===== src/rtl/joy_serial_scan.sv =====
`default_nettype none
// ============================================================================
// joy_serial_scan : load/clock/data scanner for chained serial pads, with
//                   pad-presence detection, debounce and a per-frame strobe.
// Revision 1.0
// ============================================================================
module joy_serial_scan #(
    parameter int PLAYERS  = 2,
    parameter int BITS     = 16,
    parameter int DIV      = 24,
    parameter int GAP      = 256,
    parameter int DEBOUNCE = 2
) (
    input  logic                    clk,
    input  logic                    reset_n,
    input  logic                    en,
    output logic                    joy_load,
    output logic                    joy_clk,
    input  logic                    joy_data,
    output logic [PLAYERS*BITS-1:0] joystick,
    output logic [PLAYERS-1:0]      present,
    output logic                    frame_done
);
    localparam int N    = PLAYERS * BITS;
    localparam int IW   = (N > 1) ? $clog2(N) : 1;
    localparam int CMAX = (GAP > DIV) ? GAP : DIV;
    localparam int CW   = (CMAX > 1) ? $clog2(CMAX) : 1;

    typedef enum logic [2:0] {
        S_IDLE   = 3'd0,
        S_LOAD   = 3'd1,
        S_LOW    = 3'd2,
        S_HIGH   = 3'd3,
        S_UPDATE = 3'd4
    } state_t;

    state_t                     r_state;
    state_t                     w_state_n;
    logic [CW-1:0]              r_cnt;
    logic [CW-1:0]              w_cnt_n;
    logic [IW-1:0]              r_idx;
    logic [IW-1:0]              w_idx_n;
    logic                       w_capture;
    logic                       w_div_end;
    logic                       r_sync_0;
    logic                       r_sync_1;
    logic [N-1:0]               r_raw;
    logic [DEBOUNCE-1:0][N-1:0] r_hist;
    logic [N-1:0]               w_agree_1;
    logic [N-1:0]               w_agree_0;
    logic [N-1:0]               w_keep;
    logic [N-1:0]               w_joy_next;
    logic [PLAYERS-1:0]         w_present;

    assign w_div_end = (r_cnt == CW'(DIV - 1));

    always_ff @(posedge clk or negedge reset_n) begin
        if (!reset_n) begin
            r_state <= S_IDLE;
            r_cnt   <= '0;
            r_idx   <= '0;
        end else begin
            r_state <= w_state_n;
            r_cnt   <= w_cnt_n;
            r_idx   <= w_idx_n;
        end
    end

    // In IDLE the counter saturates at GAP-1 so en is re-tested every cycle.
    always_comb begin
        w_state_n = r_state;
        w_cnt_n   = r_cnt + CW'(1);
        w_idx_n   = r_idx;
        w_capture = 1'b0;
        case (r_state)
            S_IDLE: begin
                if (r_cnt == CW'(GAP - 1)) begin
                    w_cnt_n = r_cnt;
                    if (en) begin
                        w_state_n = S_LOAD;
                        w_cnt_n   = '0;
                    end
                end
            end
            S_LOAD: begin
                if (w_div_end) begin
                    w_state_n = S_LOW;
                    w_cnt_n   = '0;
                    w_idx_n   = '0;
                end
            end
            S_LOW: begin
                if (w_div_end) begin
                    w_capture = 1'b1;
                    w_cnt_n   = '0;
                    w_state_n = (r_idx == IW'(N - 1)) ? S_UPDATE : S_HIGH;
                end
            end
            S_HIGH: begin
                if (w_div_end) begin
                    w_state_n = S_LOW;
                    w_cnt_n   = '0;
                    w_idx_n   = r_idx + IW'(1);
                end
            end
            S_UPDATE: begin
                w_state_n = S_IDLE;
                w_cnt_n   = '0;
            end
            default: begin
                w_state_n = S_IDLE;
                w_cnt_n   = '0;
            end
        endcase
    end

    // Agreement is taken over the new raw frame plus the DEBOUNCE-1 older ones.
    always_comb begin
        w_agree_1 = r_raw;
        w_agree_0 = ~r_raw;
        for (int j = 0; j < DEBOUNCE - 1; j++) begin
            w_agree_1 = w_agree_1 & r_hist[j];
            w_agree_0 = w_agree_0 & ~r_hist[j];
        end
        for (int p = 0; p < PLAYERS; p++) begin
            w_present[p]              = ~(&r_raw[p*BITS +: BITS]);
            w_keep[p*BITS +: BITS]    = {BITS{w_present[p]}};
        end
        w_joy_next = ((joystick | w_agree_1) & ~w_agree_0) & w_keep;
    end

    always_ff @(posedge clk or negedge reset_n) begin
        if (!reset_n) begin
            r_sync_0   <= 1'b0;
            r_sync_1   <= 1'b0;
            r_raw      <= '0;
            r_hist     <= '0;
            joystick   <= '0;
            present    <= '0;
            joy_load   <= 1'b0;
            joy_clk    <= 1'b0;
            frame_done <= 1'b0;
        end else begin
            r_sync_0   <= joy_data;
            r_sync_1   <= r_sync_0;
            joy_load   <= (w_state_n == S_LOAD);
            joy_clk    <= (w_state_n == S_HIGH);
            frame_done <= (r_state == S_UPDATE);
            if (w_capture) begin
                r_raw[r_idx] <= ~r_sync_1;
            end
            if (r_state == S_UPDATE) begin
                joystick  <= w_joy_next;
                present   <= w_present;
                r_hist[0] <= r_raw & w_keep;
                for (int j = 1; j < DEBOUNCE; j++) begin
                    r_hist[j] <= r_hist[j-1] & w_keep;
                end
            end
        end
    end

endmodule
`default_nettype wire


===== config.mk =====
export PLATFORM = sky130hd
export DESIGN_NAME = joy_serial_scan
export DESIGN_NICKNAME = d
export VERILOG_FILES = /design/src/rtl/joy_serial_scan.sv
export SDC_FILE = /design/constraint.sdc
export NUM_CORES = 1
export LEC_CHECK = 0
export CORE_MARGIN = 1.5
export CORE_UTILIZATION = 40
export CTS_CLUSTER_SIZE = 25
export DETAILED_ROUTE_END_ITERATION = 8
export PLACE_DENSITY = 0.61
export SLEW_MARGIN = 20
export SYNTH_ARGS = -nofsm -noshare
export SYNTH_HDL_FRONTEND = slang
export SYNTH_SLANG_ARGS = --single-unit

===== constraint.sdc =====
create_clock -name clk -period 1.8 [get_ports clk]
set_input_delay 0.54 -clock clk [delete_from_list [all_inputs] [get_ports clk]]
set_output_delay 0.54 -clock clk [all_outputs]
set_load 0.01 [all_outputs]

=== Yosys cells after proc, flatten, opt, wreduce, memory -nomap -nowiden ===
Cells that the tools add are included.

* Add/sub/neg operators: 2
* Order comparisons: 2
* Equality and inequality tests: 12
* Mux-type cells: 18
* Bitwise gates (word level): 12
* Reductions and logical operators: 8

{| class="wikitable"
|+ Operator list
! kind !! count
|-
| 32-bit AND || 5
|-
| 32-bit inverter || 3
|-
| 32-bit bitwise mux || 1
|-
| 32-bit bitwise OR || 1
|-
| 16-bit AND reduction || 2
|-
| 8-bit two-way mux || 3
|-
| 8-bit one-hot mux with 2 select lines || 1
|-
| 3-bit two-way mux || 5
|-
| 5-bit two-way mux || 2
|-
| 5-bit one-hot mux with 2 select lines || 1
|-
| 3-bit by 2-bit equality test with 1-bit output (second input constant) || 3
|-
| 3-bit one-hot mux with 3 select lines || 1
|-
| 8-bit by 1-bit adder with 8-bit output (second input constant) || 1
|-
| 8-bit by 5-bit equality test with 1-bit output (second input constant) || 1
|-
| 8-bit equality test (second input constant) || 1
|-
| 3-bit by 1-bit equality test with 1-bit output (second input constant) || 2
|-
| 5-bit by 6-bit less-than comparator with 1-bit output (second input constant) || 1
|-
| 5-bit by 1-bit adder with 5-bit output (second input constant) || 1
|-
| 1-bit demux with 5-bit select || 1
|-
| 5-bit equality test (second input constant) || 1
|-
| 5-bit by 1-bit greater-or-equal comparator with 1-bit output (second input constant) || 1
|-
| 2-bit != test (second input constant) || 2
|-
| 3-bit equality test (second input constant) || 1
|-
| 3-bit zero test || 1
|-
| 8 further kinds || 12
|}

* Register bits: 119
* Input port bits: 4
* Output and inout bits: 37
* Word-level logic and storage cells: 66

=== Logic depth before layout (Yosys ltp) ===
Gate-level depths: netlist (run 1).

* Depth in word-level cells: 5
* Depth in mapped cells: 7
* Mapped depth without buffers: 7

=== Least setup slack after synthesis (run 1) ===
Ideal clock, no wire load.

* Path kind: flip-flop to flip-flop
* Start: register r_cnt[0]
* End: register r_cnt[6]
* Library setup time: 94 ps
* Arrival: 1,708 ps
* Data required time: 1,706 ps
* Slack: -1 ps
* Stages on the path, launching flop included: 7
* Period minus slack after synthesis: 1,801 ps
* Cell sequence: dfrtp_1 ha_1 and3_1 nand3_1 or4_1 clkbuf_1 a211oi_1

* Cells in the longest elaborated chain, start to end: 3
* Elaborated cells on any way between the ends: 7

{| class="wikitable"
|+ Ends and longest elaborated chain
! element !! line !! text
|-
| from (decl) || 39 || <nowiki>logic [CW-1:0] r_cnt;</nowiki>
|-
| from (signal assigned) || 64 || <nowiki>r_cnt <= w_cnt_n;</nowiki>
|-
| 8-bit by 1-bit adder with 8-bit output (tied with other cells) || 72 || <nowiki>w_cnt_n = r_cnt + CW'(1);</nowiki>
|-
| 8-bit two-way mux (on tied branches) || n/a ||
|-
| 8-bit one-hot mux with 2 select lines || 75 || <nowiki>case (r_state)</nowiki>
|}

Several ways; a longest one is shown, not always the timed one.
A chain may end at the register's enable or synchronous reset.

=== Worst setup path in the final report (run 1) ===
* Start: register r_cnt[6]
* End: register r_raw[16]

* Cells in the longest elaborated chain, start to end: 3

{| class="wikitable"
|+ Ends and longest elaborated chain
! element !! line !! text
|-
| 8-bit by 5-bit equality test with 1-bit output || 55 || <nowiki>assign w_div_end = (r_cnt == CW'(DIV - 1));</nowiki>
|-
| 1-bit two-way mux || 93 || <nowiki>if (w_div_end) begin</nowiki>
|-
| 1-bit two-way mux || 75 ||
|-
| to (signal, indexed assignment) || 150 || <nowiki>r_raw[r_idx] <= ~r_sync_1;</nowiki>
|-
| to (decl) || 47 || <nowiki>logic [N-1:0] r_raw;</nowiki>
|}

No other way between the ends.

==> run_results.csv, run 1 <==
group,metric,value,unit
status,status,"completed",
floorplanning,die_w,120,um
power,p_per_area,867,nW/um^2
floorplanning,pin_count,41,
layout,final_common_cell,"dfrtp_1",
floorplanning,die_area,14400,sq um
clock_tree,htree_levels,4,
sta,drv_slew,0,
synth,ys_types,44,
worst_hold_path,hp-class,"reg -> reg",
worst_setup_path,start_kind,"flip-flop",
floorplanning,die_h,120,um
clock_tree,cts.sinks,119,
power,p_leak,3.40,nW
worst_setup_path,end_kind,"flip-flop",
placement,portBuffers,40,
worst_setup_path,reg2reg_from,"r_cnt[6]",
synth,syn_nets,573,
synth,ys_seq_elements,119,
job,drv_cap,0,
synth,synth_edf_count,0,
clock_tree,tritoncts,"yes",
layout,mostFrequentLayoutCells,"119 x dfrtp_1, 109 x nand2_1, 74 x o21ai_0",
placement,hpwl,7.93,mm
route,drt_iter0_drc,343,
route,vias,4486,
floorplanning,rows,42,
synth,synth_area,5460,sq um
worst_hold_path,hold_end,"r_sync_1",
synth,synth_warnings,0,
worst_setup_path,crit_path_top_delay_cell,"or3b_4",
clock_tree,clk_pin_slew,50,ps
route,route.detailed.drc,0,
layout,drive_gt1_frac,0.178,
sta,fin_crit_sh,0.974,
layout,diodes,0,
worst_setup_path,worstPathCellList,"or3b_4, nor4_4, buf_6, a21oi_1, a31oi_1",
sta,fin_crit,1750,ps
route,viasPerCell,5.39,
sta,tns,0,ps
worst_setup_path,critPathTopFamily,"simple AND/OR/NAND/NOR gates",
worst_setup_path,worstPathMaxFanout,8,
worst_setup_path,cpPeakStageDelay,480,ps
sta,relSlewSlack,0.642,
sta,rsz0062_at_grt,"true",
placement,place_congestion,0.821,
grt,track_usage,0.185,
worst_setup_path,r2r_setup_slack,50,ps
layout,area_delta_synth_final,29.8,%
worst_setup_path,cp.arrival,2090,ps
synth,ys_seq_area_frac,0.545,
clock_tree,root_buffer,"clkbuf_16",
grt,overflow,0,
grt,grt_pass1_vias,4250,
worst_setup_path,r2r_end,"r_raw[16]",
clock_tree,cts_buffer_depth,2,
sta,finalHoldViolations,0,
grt,grt_max_degree,75,
floorplanning,start_util,0.411,
layout,final_nets,655,
synth,synth_area_per_cell,9.71,sq um
worst_setup_path,path_buf_inv,1,
worst_setup_path,critical_path_class,"reg -> reg",
clock_tree,cts_buffers,17,
route,wire_per_inst,14.7,um
sta,fmax,571,MHz
floorplanning,core,13300,sq um
route,wirelength,12.3,mm
sta,fin_skew,8.89,ps
layout,stdcell_area,7090,sq um
synth,synth-async-reset-ratio,1.00,
sta,worstMarginPinSlew,535,ps
grt,grt_pass1_wl,20.9,mm
worst_setup_path,worstPathRequired,2130,ps
clock_tree,insertion_delay,420,ps
grt,antenna_found_initial,0,
worst_hold_path,min_path_cells,0,
route,ant_nets,0,
layout,num-fill-cells,1161,
power,vdd_drop_max,0.422,mV
worst_setup_path,reg2reg_depth,5,
synth,syn_inst,563,
sta,setup_viol,0,
worst_hold_path,hp-start,"r_sync_0",
placement,postPlaceCellArea,6420,sq um
synth,synth-main-ff-cell,"dfrtp_1",
route,drt-pass1-iter-count,4,
-- logic make-up after synthesis --
kind of cell | Yosys count | synth area share
buf+inv | 47 | 0.0380
flops | 119 | 0.545
mux | 3 | 0.00572
fa+ha+maj | 6 | 0.0137
xor+xnor | 4 | 0.00641
compound gates | 183 | 0.203
simple gates | 201 | 0.188
-- metal layers --
metal,global-route usage,wire [um],up-vias
met1,0.246,5670,2190
met5,0,0,-
met4,0.0826,267,0
met2,0.291,5830,82
li1,-,-,2193
met3,0.0428,486,21
-- power by group --
part / internal, mW / switching [mW] / leakage (nW)
Sequential: 2.68 / 0.000552 / 1.64
Clock: 2.22 / 1.16 / 0.292
Combinational: 0.0196 / 0.0641 / 1.47
-- repair_timing --
item,in CTS,in global routing
hold buffers,1,0
buffers inserted,0,5
pin swaps,0,6
gates resized for setup,39,14
cloned,0,1
hold endpoints to repair,13,0
endpoints found under the setup margin,41,40
-- synthesized netlist by cell type (3+ instances only) --
cell type  instances  area [sq um]
a21oi_1           32           160
a22o_1            34           298
a31oi_1           35           219
buf_6              4          45.0
clkbuf_1          32           120
dfrtp_1          119          2980
ha_1               6          75.1
inv_1              8          30.0
nand2_1          110           413
nand2b_1           3          18.8
nand3_1           35           175
nand4_1            9          56.3
nor2_1            13          48.8
nor3b_1            5          37.5
nor4_4             4          85.1
o21ai_0           75           375
or4_1              3          22.5
xor2_1             3          26.3
-- through the flow --
stage	utilization	power, mW	cells	hold slack [ps]	worst slack [ps]
finish	0.534	6.15	833	355	47.4
global route	0.534	6.36	833	362	-61.2
detailed placement	0.483	2.81	795	348	-132
CTS	0.525	6.22	827	360	0.442
global placement	0.483	2.81	795	335	-119
floorplan	-	2.74	563	244	19.2
-- sequential cells by signal, summed over array words and instances (netlist names) --
| name | cells |
|---|---|
| frame_done | 1 |
| joy_clk | 1 |
| joy_load | 1 |
| joystick | 32 |
| present | 2 |
| r_cnt | 8 |
| r_hist | 32 |
| r_idx | 5 |
| r_raw | 32 |
| r_state | 3 |
| r_sync_0 | 1 |
| r_sync_1 | 1 |
-- cell type report --
| cell class | count | area, sq um | area share |
|---|---|---|---|
| repair buffers | 101 | 945 | 0.133 |
| multi-input cells | 397 | 2330 | 0.328 |
| well taps | 176 | 220 | 0.0310 |
| clock inverters | 10 | 128 | 0.0180 |
| clock buffers | 21 | 460 | 0.0649 |
| flip-flops and latches | 119 | 2980 | 0.420 |
| inverters | 9 | 33.8 | 0.00476 |
-- worst max-delay path by stage --
stage	cells after the start	slack, ps	start	to
detailed placement	4	-130	en	r_cnt[5]
CTS	5	0.4	r_cnt[5]	r_raw[28]
global placement	3	-120	en	r_cnt[6]
floorplan	6	20	r_cnt[0]	r_cnt[6]
finish	5	50	r_cnt[6]	r_raw[16]
global route	5	-60	r_cnt[6]	r_raw[4]
Note: power is estimated with default switching activity, not from simulation.
==> run 2, diff against run 1 <==
--- a/config.mk
+++ b/config.mk
@@ -10,7 +10,7 @@
 export CTS_CLUSTER_SIZE = 25
 export DETAILED_ROUTE_END_ITERATION = 8
 export PLACE_DENSITY = 0.61
-export SLEW_MARGIN = 20
+export SETUP_SLACK_MARGIN = 0.05
 export SYNTH_ARGS = -nofsm -noshare
 export SYNTH_HDL_FRONTEND = slang
 export SYNTH_SLANG_ARGS = --single-unit
==> run 2 against run 1 <==
  * Sequential cell count did not move
  * Critical path depth up 1
  * Register-to-register slack about the same
  * Die area unchanged
  * Non-clock buffer count up 4
  * Critical path type unchanged
  * Core utilization rose by 0.78 points
==> run_results.csv, run 2 (synthesis results as in run 1) <==
group,metric,value,unit
floorplanning,die_area,14400,sq um
route,drt_iter0_drc,389,
route,vias,4470,
placement,hpwl,7.88,mm
worst_setup_path,critPathTopFamily,"simple AND/OR/NAND/NOR gates",
placement,place_ws,-135,ps
sta,fin_crit,1750,ps
clock_tree,insertion_delay,410,ps
worst_setup_path,path_buf_inv,2,
power,vdd_drop_max,0.491,mV
grt,antenna_found_initial,0,
route,wire_per_inst,14.7,um
job,drv_cap,0,
power,p_leak,3.42,nW
floorplanning,pin_count,41,
layout,mostFrequentLayoutCells,"115 x dfrtp_1, 109 x nand2_1, 70 x o21ai_0",
grt,grt_pass1_vias,4336,
worst_setup_path,r2r_end,"r_raw[29]",
layout,top_regs,"joystick (32), r_hist (32), r_raw (32)",
grt,overflow,0,
worst_setup_path,worstPathMaxFanout,8,
worst_setup_path,reg2reg_from,"r_cnt[5]",
clock_tree,htree_levels,4,
sta,setup_viol,0,
clock_tree,cts.sinks,119,
placement,portBuffers,40,
clock_tree,cts_buffer_depth,2,
clock_tree,cts_buffers,17,
sta,finalHoldViolations,0,
sta,worstMarginPinSlew,690,ps
grt,track_usage,0.186,
clock_tree,postCtsHoldBufs,0,
floorplanning,rows,42,
sta,tns,0,ps
floorplanning,start_util,0.411,
grt,grt_pass1_wl,21.2,mm
layout,final_nets,659,
placement,placed_cells,797,
sta,fin_crit_sh,0.974,
layout,stdcell_area,7200,sq um
sta,rsz0062_at_grt,"true",
layout,drive_gt1_frac,0.221,
route,viasPerCell,5.33,
route,ant_nets,0,
layout,final_common_cell,"dfrtp_1",
clock_tree,root_buffer,"clkbuf_16",
worst_setup_path,cp.arrival,2090,ps
clock_tree,clk_pin_slew,50,ps
layout,diodes,0,
layout,stdcell_count,838,
floorplanning,core,13300,sq um
status,status,"completed",
worst_setup_path,worstPathRequired,2130,ps
worst_setup_path,critical_path_class,"reg -> reg",
placement,postPlaceCellArea,6400,sq um
route,drt-pass1-iter-count,5,
placement,place_congestion,0.831,
floorplanning,die_w,120,um
worst_setup_path,cpPeakStageDelay,460,ps
worst_setup_path,reg2reg_depth,6,
sta,fmax,570,MHz
clock_tree,tritoncts,"yes",
grt,grt_max_degree,51,
worst_setup_path,start_kind,"flip-flop",
worst_setup_path,crit_path_top_delay_cell,"or3b_4",
layout,area_delta_synth_final,31.7,%
route,wirelength,12.3,mm
sta,fin_skew,5.50,ps
worst_setup_path,end_kind,"flip-flop",
sta,layout_setup_ws,46.5,ps
worst_setup_path,worstPathCellList,"or3b_4, buf_12, nor4_4, buf_6, a21oi_2, a31oi_1",
worst_setup_path,r2r_setup_slack,50,ps
sta,drv_slew,0,
floorplanning,die_h,120,um
power,p_per_area,862,nW/um^2
worst_hold_path,hp-class,"in -> async",
route,route.detailed.drc,0,
power,power,6.20,mW
sta,relSlewSlack,0.538,
==> run 2: how the worst max path moves through the flow <==
stage | from | endpoint | slack (ps) | cells past startpoint
after global routing | r_cnt[5] | r_raw[17] | -50 | 6
final | r_cnt[5] | r_raw[29] | 50 | 6
after floorplan | r_state[0] | r_raw[1] | 80 | 6
after detailed placement | en | r_cnt[6] | -130 | 3
after CTS | r_cnt[6] | r_raw[22] | 20 | 5
after global placement | en | r_cnt[6] | -120 | 3
==> run 2: worst reg2reg max path: cells and delay by family (launching register included) <==
kind	cells	cell delay, ps
AND/OR/NAND/NOR	2	740
flip-flops	1	380
buffers and inverters	2	350
AO/OA/AOI/OAI	2	210
==> run 2: what timing repair did <==
item	CTS	global route
setup buffers	5	4
gates resized for setup	43	44
pin swaps	4	15
endpoints found under the setup margin	58	46
==> run 2: per-stage QoR <==
| stage | util | hold WS, ps |
|---|---|---|
| 2_1_floorplan | - | 244 |
| 3_3_place_gp | 0.481 | 337 |
| 3_5_place_dp | 0.481 | 337 |
| 4_1_cts | 0.529 | 53.4 |
| 5_1_grt | 0.541 | 67.0 |
| 6_report | 0.541 | 48.1 |
==> run 2: layout make-up <==
type,instances,area (sq um)
Sequential cell,119,2980
Fill cell,1147,6100
Timing Repair Buffer,105,940
Clock inverter,9,123
Inverter,9,33.8
Tap cell,176,220
Multi-Input combinational cell,397,2420
Clock buffer,23,478
==> run 2: layer usage <==
metal	global-route usage	share of wire	up-vias
met5	0	0	-
met1	0.252	0.48	2184
met2	0.288	0.48	63
met3	0.0433	0.033	7
li1	-	-	2216
met4	0.0818	0.0082	0
==> run 2: where the power goes <==
| group | total (mW) | switching [mW] | internal, mW | leakage [nW] |
|---|---|---|---|---|
| Clock | 3.44 | 1.16 | 2.27 | 0.297 |
| Combinational | 0.0863 | 0.0654 | 0.0209 | 1.48 |
| Sequential | 2.68 | 0.000484 | 2.68 | 1.64 |
| Total | 6.20 | 1.23 | 4.97 | 3.42 |
